<file path="src/rtl/tmds_channel_decoder.sv">
// ---------------------------------------------------------------------------
// tmds_channel_decoder
//
// One TMDS channel receive back-end: decodes each deserialized 10-bit symbol
// as video data, a control token and a TERC4 code (all three in parallel,
// registered, 1-cycle latency), and runs a word-alignment tracker that asks
// the deserializer to bitslip until a run of control tokens is seen.
//
// Ports
//   clk_pixel     in   pixel clock, rising edge
//   reset_n       in   asynchronous active-low reset
//   tmds_symbol   in   [9:0] deserialized symbol q[9:0], bit 0 first on wire
//   symbol_valid  in   tmds_symbol is valid this cycle
//   bitslip       out  one-cycle request to shift the word boundary by 1 bit
//   locked        out  word alignment established
//   out_valid     out  decode outputs valid this cycle
//   video_data    out  [7:0] TMDS video decode
//   ctrl          out  [1:0] {c1,c0} of a matched control token
//   is_ctrl       out  symbol matched a control token
//   terc4_data    out  [3:0] TERC4 decode
//   is_terc4      out  symbol matched a TERC4 code
// ---------------------------------------------------------------------------
module tmds_channel_decoder #(
    parameter int LOCK_COUNT    = 8,     // 2..255
    parameter int SLIP_INTERVAL = 1024,  // 16..65535
    parameter int LOSS_TIMEOUT  = 8192   // 16..65535
) (
    input  logic       clk_pixel,
    input  logic       reset_n,
    input  logic [9:0] tmds_symbol,
    input  logic       symbol_valid,
    output logic       bitslip,
    output logic       locked,
    output logic       out_valid,
    output logic [7:0] video_data,
    output logic [1:0] ctrl,
    output logic       is_ctrl,
    output logic [3:0] terc4_data,
    output logic       is_terc4
);

    localparam int RUN_W  = $clog2(LOCK_COUNT + 1);
    localparam int SLIP_W = $clog2(SLIP_INTERVAL + 1);
    localparam int IDLE_W = $clog2(LOSS_TIMEOUT + 1);

    typedef struct packed {
        logic [7:0] video;
        logic [1:0] ctrl;
        logic       is_ctrl;
        logic [3:0] terc4;
        logic       is_terc4;
    } dec_t;

    typedef enum logic {
        SEARCH = 1'b0,
        LOCKED = 1'b1
    } state_t;

    // -----------------------------------------------------------------------
    // Combinational decode of the incoming symbol
    // -----------------------------------------------------------------------
    dec_t       dec;
    logic [7:0] d;

    always_comb begin
        dec = '0;
        // q[9] flags an inverted data byte, q[8] selects XOR vs XNOR chain.
        d = tmds_symbol[9] ? ~tmds_symbol[7:0] : tmds_symbol[7:0];
        dec.video[0] = d[0];
        for (int i = 1; i < 8; i++) begin
            dec.video[i] = tmds_symbol[8] ? (d[i] ^ d[i-1]) : ~(d[i] ^ d[i-1]);
        end

        case (tmds_symbol)
            10'h354: begin dec.is_ctrl = 1'b1; dec.ctrl = 2'b00; end
            10'h0AB: begin dec.is_ctrl = 1'b1; dec.ctrl = 2'b01; end
            10'h154: begin dec.is_ctrl = 1'b1; dec.ctrl = 2'b10; end
            10'h2AB: begin dec.is_ctrl = 1'b1; dec.ctrl = 2'b11; end
            default: ;
        endcase

        case (tmds_symbol)
            10'h29C: begin dec.is_terc4 = 1'b1; dec.terc4 = 4'd0;  end
            10'h263: begin dec.is_terc4 = 1'b1; dec.terc4 = 4'd1;  end
            10'h2E4: begin dec.is_terc4 = 1'b1; dec.terc4 = 4'd2;  end
            10'h2E2: begin dec.is_terc4 = 1'b1; dec.terc4 = 4'd3;  end
            10'h171: begin dec.is_terc4 = 1'b1; dec.terc4 = 4'd4;  end
            10'h11E: begin dec.is_terc4 = 1'b1; dec.terc4 = 4'd5;  end
            10'h18E: begin dec.is_terc4 = 1'b1; dec.terc4 = 4'd6;  end
            10'h13C: begin dec.is_terc4 = 1'b1; dec.terc4 = 4'd7;  end
            10'h2CC: begin dec.is_terc4 = 1'b1; dec.terc4 = 4'd8;  end
            10'h139: begin dec.is_terc4 = 1'b1; dec.terc4 = 4'd9;  end
            10'h19C: begin dec.is_terc4 = 1'b1; dec.terc4 = 4'd10; end
            10'h2C6: begin dec.is_terc4 = 1'b1; dec.terc4 = 4'd11; end
            10'h28E: begin dec.is_terc4 = 1'b1; dec.terc4 = 4'd12; end
            10'h271: begin dec.is_terc4 = 1'b1; dec.terc4 = 4'd13; end
            10'h163: begin dec.is_terc4 = 1'b1; dec.terc4 = 4'd14; end
            10'h2C3: begin dec.is_terc4 = 1'b1; dec.terc4 = 4'd15; end
            default: ;
        endcase
    end

    // -----------------------------------------------------------------------
    // Decode output register: loads only on valid symbols, otherwise holds
    // -----------------------------------------------------------------------
    dec_t dec_q;
    logic vld_q;

    always_ff @(posedge clk_pixel or negedge reset_n) begin
        if (!reset_n) begin
            dec_q <= '0;
            vld_q <= 1'b0;
        end else begin
            vld_q <= symbol_valid;
            if (symbol_valid) dec_q <= dec;
        end
    end

    assign out_valid  = vld_q;
    assign video_data = dec_q.video;
    assign ctrl       = dec_q.ctrl;
    assign is_ctrl    = dec_q.is_ctrl;
    assign terc4_data = dec_q.terc4;
    assign is_terc4   = dec_q.is_terc4;

    // -----------------------------------------------------------------------
    // Word-alignment FSM
    // -----------------------------------------------------------------------
    state_t              state, state_nxt;
    logic [RUN_W-1:0]    run_cnt, run_nxt;
    logic [SLIP_W-1:0]   slip_cnt, slip_nxt;
    logic [IDLE_W-1:0]   idle_cnt, idle_nxt;
    logic                slip_req;
    logic                lock_hit, slip_hit, loss_hit;

    // Terminal checks look at the count *before* this symbol, so the
    // N-th qualifying symbol is the one that fires.
    assign lock_hit = dec.is_ctrl && (run_cnt  >= RUN_W'(LOCK_COUNT - 1));
    assign slip_hit =                (slip_cnt >= SLIP_W'(SLIP_INTERVAL - 1));
    assign loss_hit = !dec.is_ctrl && (idle_cnt >= IDLE_W'(LOSS_TIMEOUT - 1));

    always_comb begin
        state_nxt = state;
        run_nxt   = run_cnt;
        slip_nxt  = slip_cnt;
        idle_nxt  = idle_cnt;
        slip_req  = 1'b0;

        if (symbol_valid) begin
            unique case (state)
                SEARCH: begin
                    if (lock_hit) begin
                        // Lock takes priority over a coincident slip.
                        state_nxt = LOCKED;
                        run_nxt   = '0;
                        slip_nxt  = '0;
                        idle_nxt  = '0;
                    end else if (slip_hit) begin
                        slip_req = 1'b1;
                        run_nxt  = '0;
                        slip_nxt = '0;
                    end else begin
                        // Saturating increments; terminal values normally
                        // clear first, the limit guards against wrap.
                        if (dec.is_ctrl)
                            run_nxt = (run_cnt < RUN_W'(LOCK_COUNT))
                                      ? run_cnt + RUN_W'(1) : run_cnt;
                        else
                            run_nxt = '0;
                        slip_nxt = (slip_cnt < SLIP_W'(SLIP_INTERVAL))
                                   ? slip_cnt + SLIP_W'(1) : slip_cnt;
                    end
                end
                LOCKED: begin
                    if (dec.is_ctrl) begin
                        idle_nxt = '0;
                    end else if (loss_hit) begin
                        state_nxt = SEARCH;
                        run_nxt   = '0;
                        slip_nxt  = '0;
                        idle_nxt  = '0;
                    end else begin
                        idle_nxt = (idle_cnt < IDLE_W'(LOSS_TIMEOUT))
                                   ? idle_cnt + IDLE_W'(1) : idle_cnt;
                    end
                end
            endcase
        end
    end

    always_ff @(posedge clk_pixel or negedge reset_n) begin
        if (!reset_n) begin
            state    <= SEARCH;
            run_cnt  <= '0;
            slip_cnt <= '0;
            idle_cnt <= '0;
            bitslip  <= 1'b0;
            locked   <= 1'b0;
        end else begin
            state    <= state_nxt;
            run_cnt  <= run_nxt;
            slip_cnt <= slip_nxt;
            idle_cnt <= idle_nxt;
            bitslip  <= slip_req;
            // locked trails the state register by one cycle, so it rises
            // the cycle after the decoded lock-completing token appears.
            locked   <= (state == LOCKED);
        end
    end

endmodule

</file>
<file path="config.mk">
export PLATFORM = sky130hd
export DESIGN_NAME = tmds_channel_decoder
export DESIGN_NICKNAME = d
export VERILOG_FILES = /design/src/rtl/tmds_channel_decoder.sv
export SDC_FILE = /design/constraint.sdc
export NUM_CORES = 1
export LEC_CHECK = 0
export BUFFER_PORTS_ARGS = -buffer_cell sky130_fd_sc_hd__clkbuf_2
export CORE_MARGIN = 8
export CORE_UTILIZATION = 55
export CTS_CLUSTER_DIAMETER = 60
export CTS_CLUSTER_SIZE = 16
export DETAILED_ROUTE_END_ITERATION = 8
export PLACE_DENSITY = 0.83
export SYNTH_ARGS = -nofsm -noshare
export SYNTH_HDL_FRONTEND = slang
export SYNTH_SLANG_ARGS = --single-unit
</file>
<file path="constraint.sdc">
create_clock -name clk_pixel -period 2.3 [get_ports clk_pixel]
set_input_delay 0.345 -clock clk_pixel [delete_from_list [all_inputs] [get_ports clk_pixel]]
set_output_delay 0.345 -clock clk_pixel [all_outputs]
set_load 0.005 [all_outputs]
</file>
== Word-level counts from Yosys, hierarchy flattened ==
Cells that the tools add are included.
W data, S select, Z words.

* Eq/ne operators: 26
* Order comparisons: 6
* Reductions and logical operators: 6
* Add/subtract/negate cells: 3
* Muxes and demuxes: 36
* Bitwise operators: 16

{| class="wikitable"
|+ Operators with widths
! cell !! number
|-
| $eq A10 B10 Y1 const B || 11
|-
| $eq A10 B9 Y1 const B || 8
|-
| $pmux W5 S16 || 1
|-
| $mux W14 || 4
|-
| $mux W11 || 5
|-
| $pmux W14 S2 || 1
|-
| $mux W4 || 6
|-
| $pmux W11 S2 || 1
|-
| $add A14 B1 Y14 const B || 1
|-
| $ge A14 B13 Y1 const B || 1
|-
| $lt A14 B14 Y1 const B || 1
|-
| $mux W1 || 14
|-
| $pmux W3 S4 || 1
|-
| $add A11 B1 Y11 const B || 1
|-
| $ge A11 B10 Y1 const B || 1
|-
| $lt A11 B11 Y1 const B || 1
|-
| $eq A10 B8 Y1 const B || 1
|-
| $mux W8 || 1
|-
| $not A1 Y1 || 8
|-
| $not A8 Y8 || 1
|-
| $pmux W4 S2 || 1
|-
| $reduce_and A4 Y1 || 2
|-
| $xor A1 B1 Y1 || 7
|-
| $ne A5 B5 Y1 const B || 1
|-
| other kinds (11) || 13
|}

* Logic and storage cells: 105
* Register bits after elaboration: 49
* Output and inout port bits: 19
* Input port bits: 13

== Logic depth before layout (Yosys ltp) ==
* Depth after elaboration: 7
* Gate-level depth with buffers: 8
* Mapped depth without buffers: 7

== Worst setup path before layout ==
OpenSTA, ideal clock, no wires.

* Path kind: input -> register
* Start point: input tmds_symbol[0]
* End point: register slip_cnt[6]
* Path buffers: 1
* Data arrival time: 1776 ps
* Stages on the path: 8
* Data required time: 2213 ps
* Setup slack: 437 ps
* Library setup time: 87 ps
* Path through: inv_1 ha_1 nand3_1 or4_4 a41oi_4 buf_6 nand2_1 o211ai_1

* Cells in the longest elaborated chain, start to end: 6
* Elaborated cells on any way between the ends: 14
* Classes of those cells: eq/ne (7); mux (3); reduce/logical (4)

{| class="wikitable"
|+ RTL lines
! item !! RTL line !! source
|-
| from (decl) || 30 || <nowiki>input logic [9:0] tmds_symbol,</nowiki>
|-
| $eq A10 B10 Y1 (tied with other cells) || 74 || <nowiki>case (tmds_symbol)</nowiki>
|-
| $pmux W3 S4 (*) || 74 ||
|-
| $logic_not A1 Y1 || 140 || <nowiki>assign loss_hit = !dec.is_ctrl && (idle_cnt >= IDLE_W'(LOSS_TIMEOUT - 1));</nowiki>
|-
| $logic_and A1 B1 Y1 || 140 ||
|-
| $ne A2 B1 Y1 (no line) || -- ||
|-
| $reduce_and A4 Y1 (no line) || -- ||
|-
| to (signal assigned) || 202 || <nowiki>slip_cnt <= slip_nxt;</nowiki>
|-
| to (decl) || 131 || <nowiki>logic [SLIP_W-1:0] slip_cnt, slip_nxt;</nowiki>
|}

Mark *: on every way between the ends. The rest lies on a longest branch, timed or not.
A chain may end at the register's enable or synchronous reset.

== Worst setup path after layout ==
* Start point: register idle_cnt[1]
* End point: register idle_cnt[11]

* Cells in the longest elaborated chain, start to end: 5
* Elaborated cells on any way between the ends: 10
* Classes of those cells: add/sub (1); order compare (2); eq/ne (1); mux (4); reduce/logical (2)

{| class="wikitable"
|+ RTL lines
! item !! RTL line !! source
|-
| from (decl) || 132 || <nowiki>logic [IDLE_W-1:0] idle_cnt, idle_nxt;</nowiki>
|-
| from (signal assigned) || 203 || <nowiki>idle_cnt <= idle_nxt;</nowiki>
|-
| $add A14 B1 Y14 or $ge A14 B13 Y1 (tied branches) || 184, 140 ||
|-
| $mux W14 or $logic_and A1 B1 Y1 (tied branches) || 184, 140 ||
|-
| $mux W14 || 177 || <nowiki>end else if (loss_hit) begin</nowiki>
|-
| $mux W14 || 175 || <nowiki>if (dec.is_ctrl) begin</nowiki>
|-
| $pmux W14 S2 || 150 || <nowiki>unique case (state)</nowiki>
|}

Several ways; a longest one is shown, not always the timed one. The select of a mux whose other input is x is not followed.

==> metrics.yaml <==
flow_run:
  max_cap_viol_count: 0
run_status:
  status: "finished, final reports clean"
yosys:
  syn_nets: 356
  synth_xor_area_frac: 0.0347
  netlist_area_mm2: 0.00303
  yosys.area.top_type: "dfrtp_1"
  syn_inst: 336
  synth_edf_count: 0
  synth_seq_cells: 49
  synth_top_family_by_area: "simple AND/OR/NAND/NOR gates"
  yosysTopAreaCellShare: 0.404
  synth_area_leaders: "dfrtp_1, a31oi_1, nand3_1, nand2_1, a21oi_1"
  synth.distinct_cells: 58
  yosys.area_share.simple: 0.278
  yosysWarningCount: 0
  ys.flop_type: "dfrtp_1"
  seq_area_frac_synth: 0.404
  synth_compound_area_frac: 0.185
  synth-async-reset-ratio: 1.00
  synth.mux.area_fraction: 0.0182
  syn_avg_cell_area_um2: 9.02
  synth_fa_ha_area_frac: 0.0289
placed_design:
  gp_congestion: 0.895
  io_buffers: 31
  dpl.cell_count: 434
  dpl.hpwl_um: 5130
routing:
  totalWireLength_um: 7020
  drc: 0
  via_per_inst: 5.98
  antenna_left: 0
  drt-initial-drc-count: 120
  via_count: 2636
  first_pass_iters: 4
  wl_per_cell_um: 15.9
global_route:
  grt_use_total: 0.177
  grt_pass1_vias: 2645
  overflow: 0
  grt_pass1_wl_um: 12200
  antenna_found_initial: 0
  grt_max_degree: 44
die:
  die_w_um: 90.2
  rows: 27
  io_pins: 32
  start_util: 0.561
  coreArea_mm2: 0.00541
  dieArea_mm2: 0.00814
  die_h_um: 90.2
finish:
  drive_gt1_frac: 0.173
  n_antenna_cell: 0
  syn_to_final_growth_pct: 11.9
  fin_nets: 389
  layoutNonFillerInstCount: 441
setup_path:
  crit_start: "idle_cnt[1]"
  arrival_ns: 2.23
  crit_path_start_kind: "flip-flop"
  cp_max_fo: 13
  worstSetupPathType: "reg2reg"
  reg2reg_from: "idle_cnt[1]"
  end_kind: "flip-flop"
  worst_ep_required_time_ns: 2.48
clock_tree:
  worstSkewPairLatency_ns: 0.31
  root_buffer: "clkbuf_8"
  clock_sinks: 49
  cts_made_buffers: 5
  clk_pin_slew_worst_paths_ns: 0.09
  cts_setup_buffers: 0
  cts_tree: "done"
  h-tree-depth: 2
  cts_buffer_depth: 2
  cts_resized: 0
  cts_hold_buf: 0
sta:
  relSlewSlack: 0.619
  clock_skew_ns: 0.00496
  setup_viol: 0
  grt_setup_unrepaired: "false"
  slew_violations: 0
  timing.hold.ws_ns: 0.0187
  hold_viol: 0
  setup_tns_ns: 0
  worst_pin_slew_ns: 0.572
  fin_crit_ns: 2.05
  timing.final.crit_share: 0.891
  max_freq_ghz: 0.488
pwr:
  leakage_nw: 1.45
  ir_worst_vdd_v: 0.000307
  p_int_mw: 1.39
  seq_power_share: 0.527
  cellPowerDensity_mw_per_mm2: 602
  p_comb_frac: 0.218
  power_frac_clock: 0.256
  p_sw_frac: 0.317
  p_sw_uw: 648
  power_mw: 2.04
hold_path:
  min_path_type: "in2async"
[worst paths after layout]
check                                end  cells past startpoint  slack [ns]
max reg2reg                 idle_cnt[11]                      7        0.25
min reg2reg                 idle_cnt[11]                      1        0.50
min in group clk_pixel     video_data[0]                      3        0.37
max in group asynchronous  video_data[6]                      2        1.73
min                        video_data[0]                      1        0.02
max                         idle_cnt[11]                      7        0.25
[state kept, by name, indices dropped and copies added, names as in the netlist]
name	flops
locked	1
ctrl	2
terc4_data	4
run_cnt	4
slip_cnt	11
state	1
bitslip	1
video_data	8
is_terc4	1
out_valid	1
idle_cnt	14
is_ctrl	1
[cells in the mapped netlist, types with 2 or more instances]
cell,n
and3_1,6
a31oi_1,20
nor4_4,2
mux2_2,4
o21ai_0,13
inv_1,16
nor3_1,7
dfrtp_1,49
nand4b_1,4
nand3_1,25
nand2_1,31
a41oi_1,3
nor2_1,23
nand3b_1,5
o22a_1,2
and4b_1,2
nand2b_1,8
or3_1,2
clkbuf_1,8
and2_1,3
nor2b_1,4
buf_6,2
o21ai_1,2
o22ai_1,3
nand4_1,8
a21oi_1,21
a21o_1,2
buf_2,6
o211ai_1,5
a221oi_1,2
nor4b_1,2
a211oi_1,2
nor3b_1,2
ha_1,7
xnor2_1,12
[layout by cell type (no fill, tap or decap), drive strengths merged, types with 3 or more instances in the layout]
cell,Yosys,layout
dfrtp,49,49
clkbuf,8,38
nand2,31,31
nand3,25,25
nor2,23,23
a21oi,21,21
a31oi,20,20
inv,16,16
o21ai,16,16
buf,10,13
xnor2,12,12
nand2b,9,9
nand4,8,8
nor3,7,7
ha,7,7
and3,6,6
nand3b,5,5
o211ai,5,5
nor2b,4,4
nand4b,4,4
mux2,4,4
a41oi,4,4
nor4,4,4
and2,3,3
o22ai,3,3
and4b,3,3
[metal layers]
layer  GRT usage  vias up  wire length (um)
met1       0.220     1252              3190
met5           0        -                 0
li1            -     1307                 -
met3      0.0416       16               271
met4      0.0749        0               146
met2       0.288       61              3410
[cells by family (layout without fill, tap and decap cells)]
kind of cell               count (synthesis)  count (layout)
AOI/OAI and AO/OA                         84              84
DFF                                       49              49
and+or+nand+nor                          145             145
xor gates and xnor gates                  12              12
adders and majority gates                  7               7
muxes                                      5               5
buffers and inverters                     34              67
[critical path, cell delays in order (launching register included)]
cell and delay, ns:
dfrtp_1 0.40, ha_1 0.21, nand4_1 0.22, o31ai_4 0.47
nor4_4 0.06, buf_4 0.19, a221oi_1 0.25, mux2i_1 0.11
[layout make-up]
class | count | area (um2)
clock buffer | 7 | 86.3
fill | 468 | 2010
inverter | 16 | 60.1
multi-input combinational | 253 | 1650
sequential | 49 | 1230
tap | 72 | 90.1
timing repair buffer | 44 | 278
[metrics by stage]
stage / cell area, um2 / setup slack, ns / utilization
final: 3390 / 0.251 / 0.628
after global routing: 3390 / 0.118 / 0.628
after CTS: 3390 / 0.249 / 0.628
after detailed placement: 3310 / 0.110 / 0.612
after global placement: 3310 / 0.236 / 0.612
after floorplan: 3030 / 0.437 / -
[power by group through the flow]
stage	clock (mW)	sequential (mW)	combinational (mW)
6_report	0.522	1.08	0.445
5_1_grt	0.553	1.09	0.498
4_1_cts	0.530	1.07	0.446
3_5_place_dp	0	1.09	0.444
3_3_place_gp	0	1.08	0.424
2_1_floorplan	0	1.07	0.301
(Power assumes the default switching activity.)
